$ cat src/rtl/mem_arbiter.sv
// Arbiter sharing one single-ported memory between fetch and data requesters.
// It runs a registered req/ready handshake and returns read data with one-cycle done pulses.
module mem_arbiter #(
  parameter int unsigned MAX_D_STREAK = 4,
  parameter int unsigned ADDR_W       = 32
) (
  input  logic              clk,
  input  logic              rst,
  input  logic              i_req,
  input  logic [ADDR_W-1:0] i_addr,
  output logic [31:0]       i_rdata,
  output logic              i_done,
  output logic              i_stall,
  input  logic              d_req,
  input  logic              d_wr,
  input  logic [ADDR_W-1:0] d_addr,
  input  logic [31:0]       d_wdata,
  output logic [31:0]       d_rdata,
  output logic              d_done,
  output logic              d_stall,
  output logic              m_req,
  output logic              m_wr,
  output logic [ADDR_W-1:0] m_addr,
  output logic [31:0]       m_wdata,
  input  logic              m_ready,
  input  logic [31:0]       m_rdata
);

  typedef enum logic [1:0] {IDLE, I_BUSY, D_BUSY} state_t;

  localparam logic [3:0] MAX_S = 4'(MAX_D_STREAK);

  state_t              state, state_nx;
  logic [3:0]          streak, streak_nx;
  logic                m_req_nx, m_wr_nx;
  logic [ADDR_W-1:0]   m_addr_nx;
  logic [31:0]         m_wdata_nx, i_rdata_nx, d_rdata_nx;
  logic                i_done_nx, d_done_nx;
  logic                i_elig, d_elig, grant_d, grant_i, turnaround;

  assign i_stall = i_req & ~i_done;
  assign d_stall = d_req & ~d_done;

  always_ff @(posedge clk or negedge rst) begin
    if (!rst) begin
      state   <= IDLE;
      streak  <= '0;
      m_req   <= 1'b0;
      m_wr    <= 1'b0;
      m_addr  <= '0;
      m_wdata <= '0;
      i_rdata <= '0;
      d_rdata <= '0;
      i_done  <= 1'b0;
      d_done  <= 1'b0;
    end else begin
      state   <= state_nx;
      streak  <= streak_nx;
      m_req   <= m_req_nx;
      m_wr    <= m_wr_nx;
      m_addr  <= m_addr_nx;
      m_wdata <= m_wdata_nx;
      i_rdata <= i_rdata_nx;
      d_rdata <= d_rdata_nx;
      i_done  <= i_done_nx;
      d_done  <= d_done_nx;
    end
  end

  always_comb begin
    state_nx   = state;
    streak_nx  = streak;
    m_req_nx   = m_req;
    m_wr_nx    = m_wr;
    m_addr_nx  = m_addr;
    m_wdata_nx = m_wdata;
    i_rdata_nx = i_rdata;
    d_rdata_nx = d_rdata;
    i_done_nx  = 1'b0;
    d_done_nx  = 1'b0;

    i_elig  = i_req & ~i_done;
    d_elig  = d_req & ~d_done;
    grant_d = d_elig & (~i_elig | (streak < MAX_S));
    grant_i = i_elig & ~grant_d;
    // The done cycle is the mandatory turnaround: no grant to either side.
    turnaround = i_done | d_done;

    case (state)
      IDLE: begin
        if (!turnaround) begin
          if (grant_d) begin
            state_nx   = D_BUSY;
            m_req_nx   = 1'b1;
            m_wr_nx    = d_wr;
            m_addr_nx  = d_addr;
            m_wdata_nx = d_wdata;
            if (i_req)
              streak_nx = (streak == 4'hF) ? streak : streak + 4'd1;
            else
              streak_nx = '0;
          end else if (grant_i) begin
            state_nx  = I_BUSY;
            m_req_nx  = 1'b1;
            m_wr_nx   = 1'b0;
            m_addr_nx = i_addr;
            streak_nx = '0;
          end
        end
      end
      I_BUSY: begin
        if (m_ready) begin
          state_nx   = IDLE;
          m_req_nx   = 1'b0;
          m_wr_nx    = 1'b0;
          i_done_nx  = 1'b1;
          i_rdata_nx = m_rdata;
        end
      end
      D_BUSY: begin
        if (m_ready) begin
          state_nx  = IDLE;
          m_req_nx  = 1'b0;
          m_wr_nx   = 1'b0;
          d_done_nx = 1'b1;
          if (!m_wr) d_rdata_nx = m_rdata;
        end
      end
      default: state_nx = IDLE;
    endcase
  end

endmodule

$ cat config.mk
export PLATFORM = sky130hd
export DESIGN_NAME = mem_arbiter
export DESIGN_NICKNAME = d
export VERILOG_FILES = /design/src/rtl/mem_arbiter.sv
export SDC_FILE = /design/constraint.sdc
export NUM_CORES = 1
export LEC_CHECK = 0
export BUFFER_PORTS_ARGS = -buffer_cell sky130_fd_sc_hd__buf_2
export CAP_MARGIN = 20
export CORE_UTILIZATION = 25
export CTS_CLUSTER_SIZE = 16
export DETAILED_ROUTE_END_ITERATION = 16
export PLACE_DENSITY = 0.6
export SLEW_MARGIN = 40
export SYNTH_ARGS = -nofsm -noshare
export SYNTH_HDL_FRONTEND = slang
export SYNTH_SLANG_ARGS = --single-unit
export TNS_END_PERCENT = 20
$ cat constraint.sdc
create_clock -name clk -period 2.27 [get_ports clk]
set_clock_uncertainty 0.05 [all_clocks]
set_input_delay 0.227 -clock clk [delete_from_list [all_inputs] [get_ports clk]]
set_output_delay 0.227 -clock clk [all_outputs]
set_load 0.01 [all_outputs]
### Yosys cells after proc, flatten, opt, wreduce, memory -nomap -nowiden

Index checks and enable logic that the tools add are counted.

| word-level totals | value |
|---|---|
| register bits | 138 |
| output and inout bits | 134 |
| input bits | 134 |
| logic and storage cells | 65 |

| operators by class | value |
|---|---|
| add/sub/neg operators | 1 |
| order comparisons | 1 |
| eq/ne operators | 7 |
| bitwise operators | 12 |
| muxes and demuxes | 23 |
| reduce and logical (&&, ||, !) cells | 11 |

Operator list:

| kind | count |
|---|---|
| two-way mux 32 bit | 2 |
| two-way mux 4 bit | 4 |
| AND reduction 3 bit | 4 |
| two-way mux 1 bit | 10 |
| two-way mux 2 bit | 4 |
| AND reduction 4 bit | 2 |
| != test 3 bit, second input constant | 2 |
| NOT 1 bit | 6 |
| adder 4 x 1 -> 4 bit, second input constant | 1 |
| bitwise AND 1 bit | 4 |
| == test 4 bit, second input constant | 1 |
| less-than comparator 4 x 3 -> 1 bit, second input constant | 1 |
| one-hot mux 1 bit (2 select lines) | 2 |
| one-hot mux 2 bit (2 select lines) | 1 |
| nonzero test 2 bit | 2 |
| == test 2 x 1 -> 1 bit, second input constant | 1 |
| == test 2 bit, second input constant | 1 |
| logical NOT 2 bit | 1 |
| != test 2 x 1 -> 1 bit, second input constant | 1 |
| != test 2 bit, second input constant | 1 |
| OR 1 bit | 2 |
| AND reduction 2 bit | 1 |
| OR reduction 2 bit | 1 |

### Logic depth before layout (Yosys ltp)

Gate-level depths: netlist of run 1.

| logic depth | value |
|---|---|
| word-level depth | 11 |
| mapped depth | 8 |

### Worst setup path before layout of run 1

No wires, ideal clock.

| timing path | value |
|---|---|
| kind | register to register |
| start | reg state[0] |
| end | reg streak[2] |
| arrival | 1.578 ns |
| path slack | 0.520 ns |
| clock period less this slack | 1.750 ns |
| setup time | 0.122 ns |
| cell stages (with the launch flop) | 7 |
| buffers on the path | 1 |
| path through | dfrtp_1 inv_1 ha_1 nor3b_2 o21ai_1 clkbuf_1 a32o_1 |

| on the way | value |
|---|---|
| longest elaborated chain between the ends | 2 |

Ends and longest elaborated chain:

| what | line | RTL |
|---|---|---|
| from (decl) | 33 | `state_t state, state_nx;` |
| from (signal assigned) | 57 | `state <= state_nx;` |
| logical NOT 2 bit | 89 | `case (state)` |
| AND reduction 4 bit (no source line) | n/a |  |
| to (signal assigned) | 58 | `streak <= streak_nx;` |
| to (decl) | 34 | `logic [3:0] streak, streak_nx;` |

Every way passes these cells.
A chain may end at the register's enable or synchronous reset.

### Worst setup path after layout of run 1

| timing path | value |
|---|---|
| start | reg state[0] |
| end | reg m_addr[26] |

| on the way | value |
|---|---|
| longest elaborated chain between the ends | 2 |

Ends and longest elaborated chain:

| what | line | RTL |
|---|---|---|
| logical NOT 2 bit | 89 |  |
| AND reduction 3 bit (no source line) | n/a |  |
| to (signal assigned) | 61 | `m_addr <= m_addr_nx;` |
| to (decl) | 23 | `output logic [ADDR_W-1:0] m_addr,` |

Every way passes these cells.

==> impl_metrics.tcl, run 1 <==
set metrics [dict create \
    grt_setup_unrepaired "false" \
    clock.fmax_mhz 507 \
    area_growth_pct 56.1 \
    rows 54 \
    hold_depth 2 \
    switchingPower_mw 4.02 \
    drt-initial-drc-count 139 \
    multi_input_area_mm2 0.00198 \
    syn_inst 427 \
    synth_area_per_cell_um2 13.0 \
    clkSinkCount 138 \
    comb_power_share_pct 40.9 \
    via_count 4667 \
    ys_types 29 \
    worst_ir_drop_vdd_mv 0.535 \
    overflow 0 \
    critPathKind "register to register" \
    min_period_ps 1970 \
    clkTransAtPathRegs_ps 60 \
    cpMaxStageDelayCell "dfrtp_1" \
    gp_congestion 0.761 \
    htree_num_levels 4 \
    die_width_um 151 \
    synthesis.area_mm2 0.00557 \
    regArea_mm2 0.00345 \
    drc 0 \
    fill_cells 2093 \
    post_drt_wl_per_cell_um 14.8 \
    required_ps 2510 \
    cts_resized 0 \
    dieArea_mm2 0.0229 \
    grt_antenna_before_repair 1 \
    arrival_ps 2210 \
    die_height_um 151 \
    pwr-share-seq_pct 36.9 \
    synthesis.nets 565 \
    setup_viol 0 \
    wirelength_mm 16.0 \
    start_util_pct 25.5 \
    synth_seq_area_share_pct 62.0 \
    holdBufCountCts 84 \
    cts_buffers 17 \
    layout-drive-gt1-share_pct 51.0 \
    post-dp-hpwl_mm 10.7 \
    start_kind "register" \
    fin_tns_setup_ps 0 \
    crit_chain "inv_1 > ha_1 > nor3b_2 > o21ai_2 > buf_4 > a21oi_1 > a21oi_1" \
    first_pass_iters 4 \
    crit_top_cell "a21oi_1" \
    synth-seq-cells 138 \
    final-hold-violation-count 0 \
    cp-end-kind "register" \
    clkPwrFrac_pct 22.3 \
    r2r_cells 7 \
    slew_headroom_pct 53.9 \
    core-area_mm2 0.0218 \
    grt_pass1_wl_mm 24.1 \
    clock_latency_ps 400 \
    cts_max_path_buffers 2 \
    pin_count 268 \
    root_buffer "clkbuf_16" \
    worstMarginPinSlew_ps 691 \
    max_cap_viol_count 0 \
    utilization_pct 39.8 \
    drv_slew 0 \
    ant_nets 0 \
    ys_warn_count 0 \
    hp-class "input port to register" \
    grt_pass1_vias 4817 \
    grt.total_usage_pct 13.8 \
    cpPeakStageDelay_ps 390 \
    io_buffers 267 \
    p_leak_nw 4.27 \
    min_period_over_period_pct 86.8 \
    status "finished clean" \
    nets 925 \
    vias_per_cell 4.33 \
    intPower_mw 7.66 \
    grt_start_max_net_pins 51 \
    critical_path.max_fanout 15 \
    tritoncts "done" \
    cts_setup_buffers 0 \
    powerDensity_mw_per_mm2 1340 \
    p_sw_share_pct 34.4 \
]
path summary, 6_finish.rpt:
path	startpoint	end	slack, ps
hold / removal	m_rdata[21]	i_rdata[21]	20
hold reg to reg	m_wdata[22]	m_wdata[22]	430
min in group asynchronous	rst	m_wdata[5]	290
max in group asynchronous	rst	m_wdata[19]	1210
setup reg to reg	state[0]	m_addr[26]	300
setup / recovery	state[0]	m_addr[26]	300
final cells by class:
class | instances | area share (%)
diodes | 1 | 0.0288
clock buffers | 20 | 5.37
clock inverters | 8 | 0.849
inverters | 5 | 0.216
multi-input cells | 260 | 22.7
flip-flops and latches | 138 | 39.7
well taps | 280 | 4.03
repair buffers | 365 | 27.1
sequential cells by signal, indices dropped and copies added (netlist names):
register	count
d_rdata	32
streak	4
state	2
m_wdata	32
m_req	1
m_wr	1
m_addr	32
i_rdata	32
d_done	1
i_done	1
critical path, delay by kind of cell (launching register included):
| kind | cells | cell delay [ps] |
|---|---|---|
| AOI/OAI and AO/OA | 3 | 510 |
| DFF | 1 | 390 |
| and+or+nand+nor | 1 | 360 |
| buffers and inverters | 2 | 350 |
| adders and majority gates | 1 | 190 |
kinds of logic (layout without fill, tap and decap cells):
kind of cell | count (synthesis) | count (layout) | synth area share [%]
other cells | 0 | 1 | 0
buf+inv | 29 | 398 | 2.70
simple gates | 83 | 83 | 6.33
compound gates | 77 | 77 | 7.59
flops | 138 | 138 | 62.0
mux | 96 | 96 | 20.5
fa+ha+maj | 4 | 4 | 0.899
cells in the final DEF (no fill, tap or decap), types with 3 or more instances in the layout:
master	count
buf_2	266
dfrtp_1	138
dlygate4sd3_1	85
mux2_2	75
a21oi_1	64
nand2_1	38
nor2_1	34
clkbuf_16	17
mux2_4	16
buf_4	8
inv_1	5
mux2_1	5
buf_12	5
nand2b_1	4
a32o_1	4
ha_1	4
clkinv_2	4
clkbuf_8	3
metrics by stage:
step	area, um^2	hold WS (ps)	std cells	setup slack (ps)	power (mW)
2_1_floorplan	5570	-119	427	520	7.05
3_3_place_gp	7300	170	963	326	8.95
3_5_place_dp	7300	169	963	308	9.03
4_1_cts	8680	0.0321	1075	286	11.8
5_1_grt	8690	3.15	1076	148	12.5
6_report	8700	15.3	1077	299	11.7
power by group through the flow:
stage               logic [mW]  registers, mW  clock network [mW]
floorplan                 2.17           4.88                   0
global placement          4.67           4.28                   0
detailed placement        4.71           4.33                   0
CTS                       4.83           4.30                2.69
global route              5.24           4.46                2.78
finish                    4.77           4.30                2.60
cells in the mapped netlist:
master    number  area, um^2
inv_1          5        18.8
o21ai_1        2        10.0
nand2_1       38         143
ha_1           4        50.1
buf_2         12        60.1
nor3b_2        1        12.5
buf_4          1        7.51
clkbuf_1       5        18.8
mux2_4        16         240
mux2_2        75         845
mux2_1         5        56.3
o21a_1         1        7.51
buf_6          3        33.8
dfrtp_1      138        3450
and2_1         2        12.5
o211a_1        1        10.0
nor2b_1        1        6.26
nand2_4        1        11.3
nand2b_1       4        25.0
and2b_2        1        8.76
a21oi_1       64         320
a21o_1         1        7.51
o21ai_0        2        10.0
a32o_1         4        40.0
nor4_1         1        6.26
nor2_1        34         128
a21bo_2        1        10.0
o31ai_1        1        7.51
buf_1          3        11.3
metal layers:
| layer | vias to the layer above | global-route usage [%] | wire length [um] |
|---|---|---|---|
| li1 | 2191 | - | - |
| met1 | 2271 | 15.3 | 6640 |
| met2 | 194 | 24.6 | 7870 |
| met3 | 11 | 4.70 | 1320 |
| met4 | 0 | 4.15 | 117 |
| met5 | - | 0 | 0 |
(Power assumes the default switching activity.)
==> run 2, diff against run 1 <==
--- a/config.mk
+++ b/config.mk
@@ -5,6 +5,7 @@
 export SDC_FILE = /design/constraint.sdc
 export NUM_CORES = 1
 export LEC_CHECK = 0
+export ABC_CLOCK_PERIOD_IN_PS = 2270
 export BUFFER_PORTS_ARGS = -buffer_cell sky130_fd_sc_hd__buf_2
 export CAP_MARGIN = 20
 export CORE_UTILIZATION = 25
==> constraint.sdc (replaced) <==
create_clock -name clk -period 2.27 [get_ports clk]
set_clock_uncertainty 0.05 [all_clocks]
set_input_delay 0.227 -clock clk [delete_from_list [all_inputs] [get_ports clk]]
set_output_delay 0.227 -clock clk [all_outputs]
set_load 0.1 [all_outputs]
==> run 2 against run 1 <==
First-iteration DRC count shrank 23%. Die area stayed put. Highest routed layer unchanged. Largest cell class unchanged. Via count up 1.0%. Utilization increased by 0.68 points. Hold slack improved by 19 ps. Routed wire length shrank 4.8%.
==> impl_metrics.tcl, run 2 (synthesis results as in run 1) <==
set metrics [dict create \
    cp-end-kind "register" \
    wl_met1_mm 6.04 \
    start_util_pct 25.5 \
    grt_antenna_before_repair 0 \
    tritoncts "done" \
    mostFrequentLayoutCell "buf_2" \
    max_cap_viol_count 0 \
    htree_num_levels 4 \
    worstMarginPinSlew_ps 540 \
    dieArea_mm2 0.0229 \
    critPathKind "register to register" \
    status "finished clean" \
    arrival_ps 2290 \
    die_height_um 151 \
    wirelength_mm 15.2 \
    min_period_over_period_pct 90.5 \
    grt.total_usage_pct 13.0 \
    min_period_ps 2050 \
    root_buffer "clkbuf_16" \
    start_kind "register" \
    overflow 0 \
    area_growth_pct 58.8 \
    cts_buffers 17 \
    slew_headroom_pct 64.0 \
    wl_met3_mm 1.30 \
    rows 54 \
    gp_congestion 0.727 \
    layout-drive-gt1-share_pct 50.6 \
    pin_count 268 \
    post-dp-hpwl_mm 10.0 \
    hp-class "input port to register" \
    drt-initial-drc-count 107 \
    ant_nets 0 \
    clock_latency_ps 410 \
    grt_setup_unrepaired "false" \
    clock.fmax_mhz 487 \
    fill_cells 2073 \
    vias_per_cell 4.31 \
    layout_common_cells "buf_2, dfrtp_1, dlygate4sd3_1" \
    nets 938 \
    antenna_cells 0 \
    routed.top_layer "met4" \
    post_drt_wl_per_cell_um 13.9 \
    core-area_mm2 0.0218 \
    clkTransAtPathRegs_ps 60 \
    setup_viol 0 \
    final-hold-violation-count 0 \
    grt_pass1_vias 4813 \
    cts_max_path_buffers 2 \
    fin_tns_setup_ps 0 \
    critical_path.max_fanout 32 \
    via_count 4716 \
    clkSinkCount 138 \
    grt_start_max_net_pins 55 \
    die_width_um 151 \
    required_ps 2510 \
    utilization_pct 40.5 \
    hold-worst-slack_ps 34.4 \
    grt_pass1_wl_mm 22.9 \
    met2_length_mm 7.75 \
    io_buffers 267 \
    first_pass_iters 4 \
    drc 0 \
    drv_slew 0 \
]
==> run 2: critical path, cell delays in order, from the launching register on <==
cell and delay, ps:
dfrtp_1 400, inv_1 90, ha_1 190, nor3b_2 370, nand2_4 370, mux2_1 450
==> run 2: stage by stage <==
step	cell area [um^2]	cells	setup WS (ps)
floorplan	5570	427	96.6
global placement	7310	964	270
global route	8840	1093	82.4
CTS	8840	1093	220
finish	8840	1093	216
detailed placement	7310	964	242
==> run 2: metal layers <==
layer	GRT usage (%)	vias to the layer above
met5	0	-
met4	4.10	0
met3	5.27	9
met2	23.4	179
met1	13.8	2317
li1	-	2211
==> run 2: layout make-up <==
class	instances	area, um^2	area share, %
Clock buffer	21	460	5.21
Tap cell	280	350	3.96
Timing Repair Buffer	378	2480	28.1
Multi-Input combinational cell	260	1980	22.4
Clock inverter	11	97.6	1.10
Inverter	5	18.8	0.212
Sequential cell	138	3450	39.1
==> run 2: final timing paths <==
path	start	to	slack (ps)	depth (start not counted)
min in group asynchronous	rst	m_wdata[11]	300	2
worst min-delay path	i_addr[24]	m_addr[24]	30	3
worst max register to register	state[0]	m_wdata[21]	220	5
max in group asynchronous	rst	i_rdata[12]	1270	3
worst min register to register	m_req	m_req	430	1
worst max-delay path	state[0]	m_wdata[21]	220	5
==> run 2: timing repair <==
item,4_1_cts,5_1_grt
setup buffers,0,0
endpoints found under the setup margin,0,0
gates resized for setup,0,0
hold endpoints to repair,172,0
hold buffers,97,0
Power of run 2 is not shown: default switching activity piles up to over one toggle a cycle in this logic, so the estimate is an artifact.
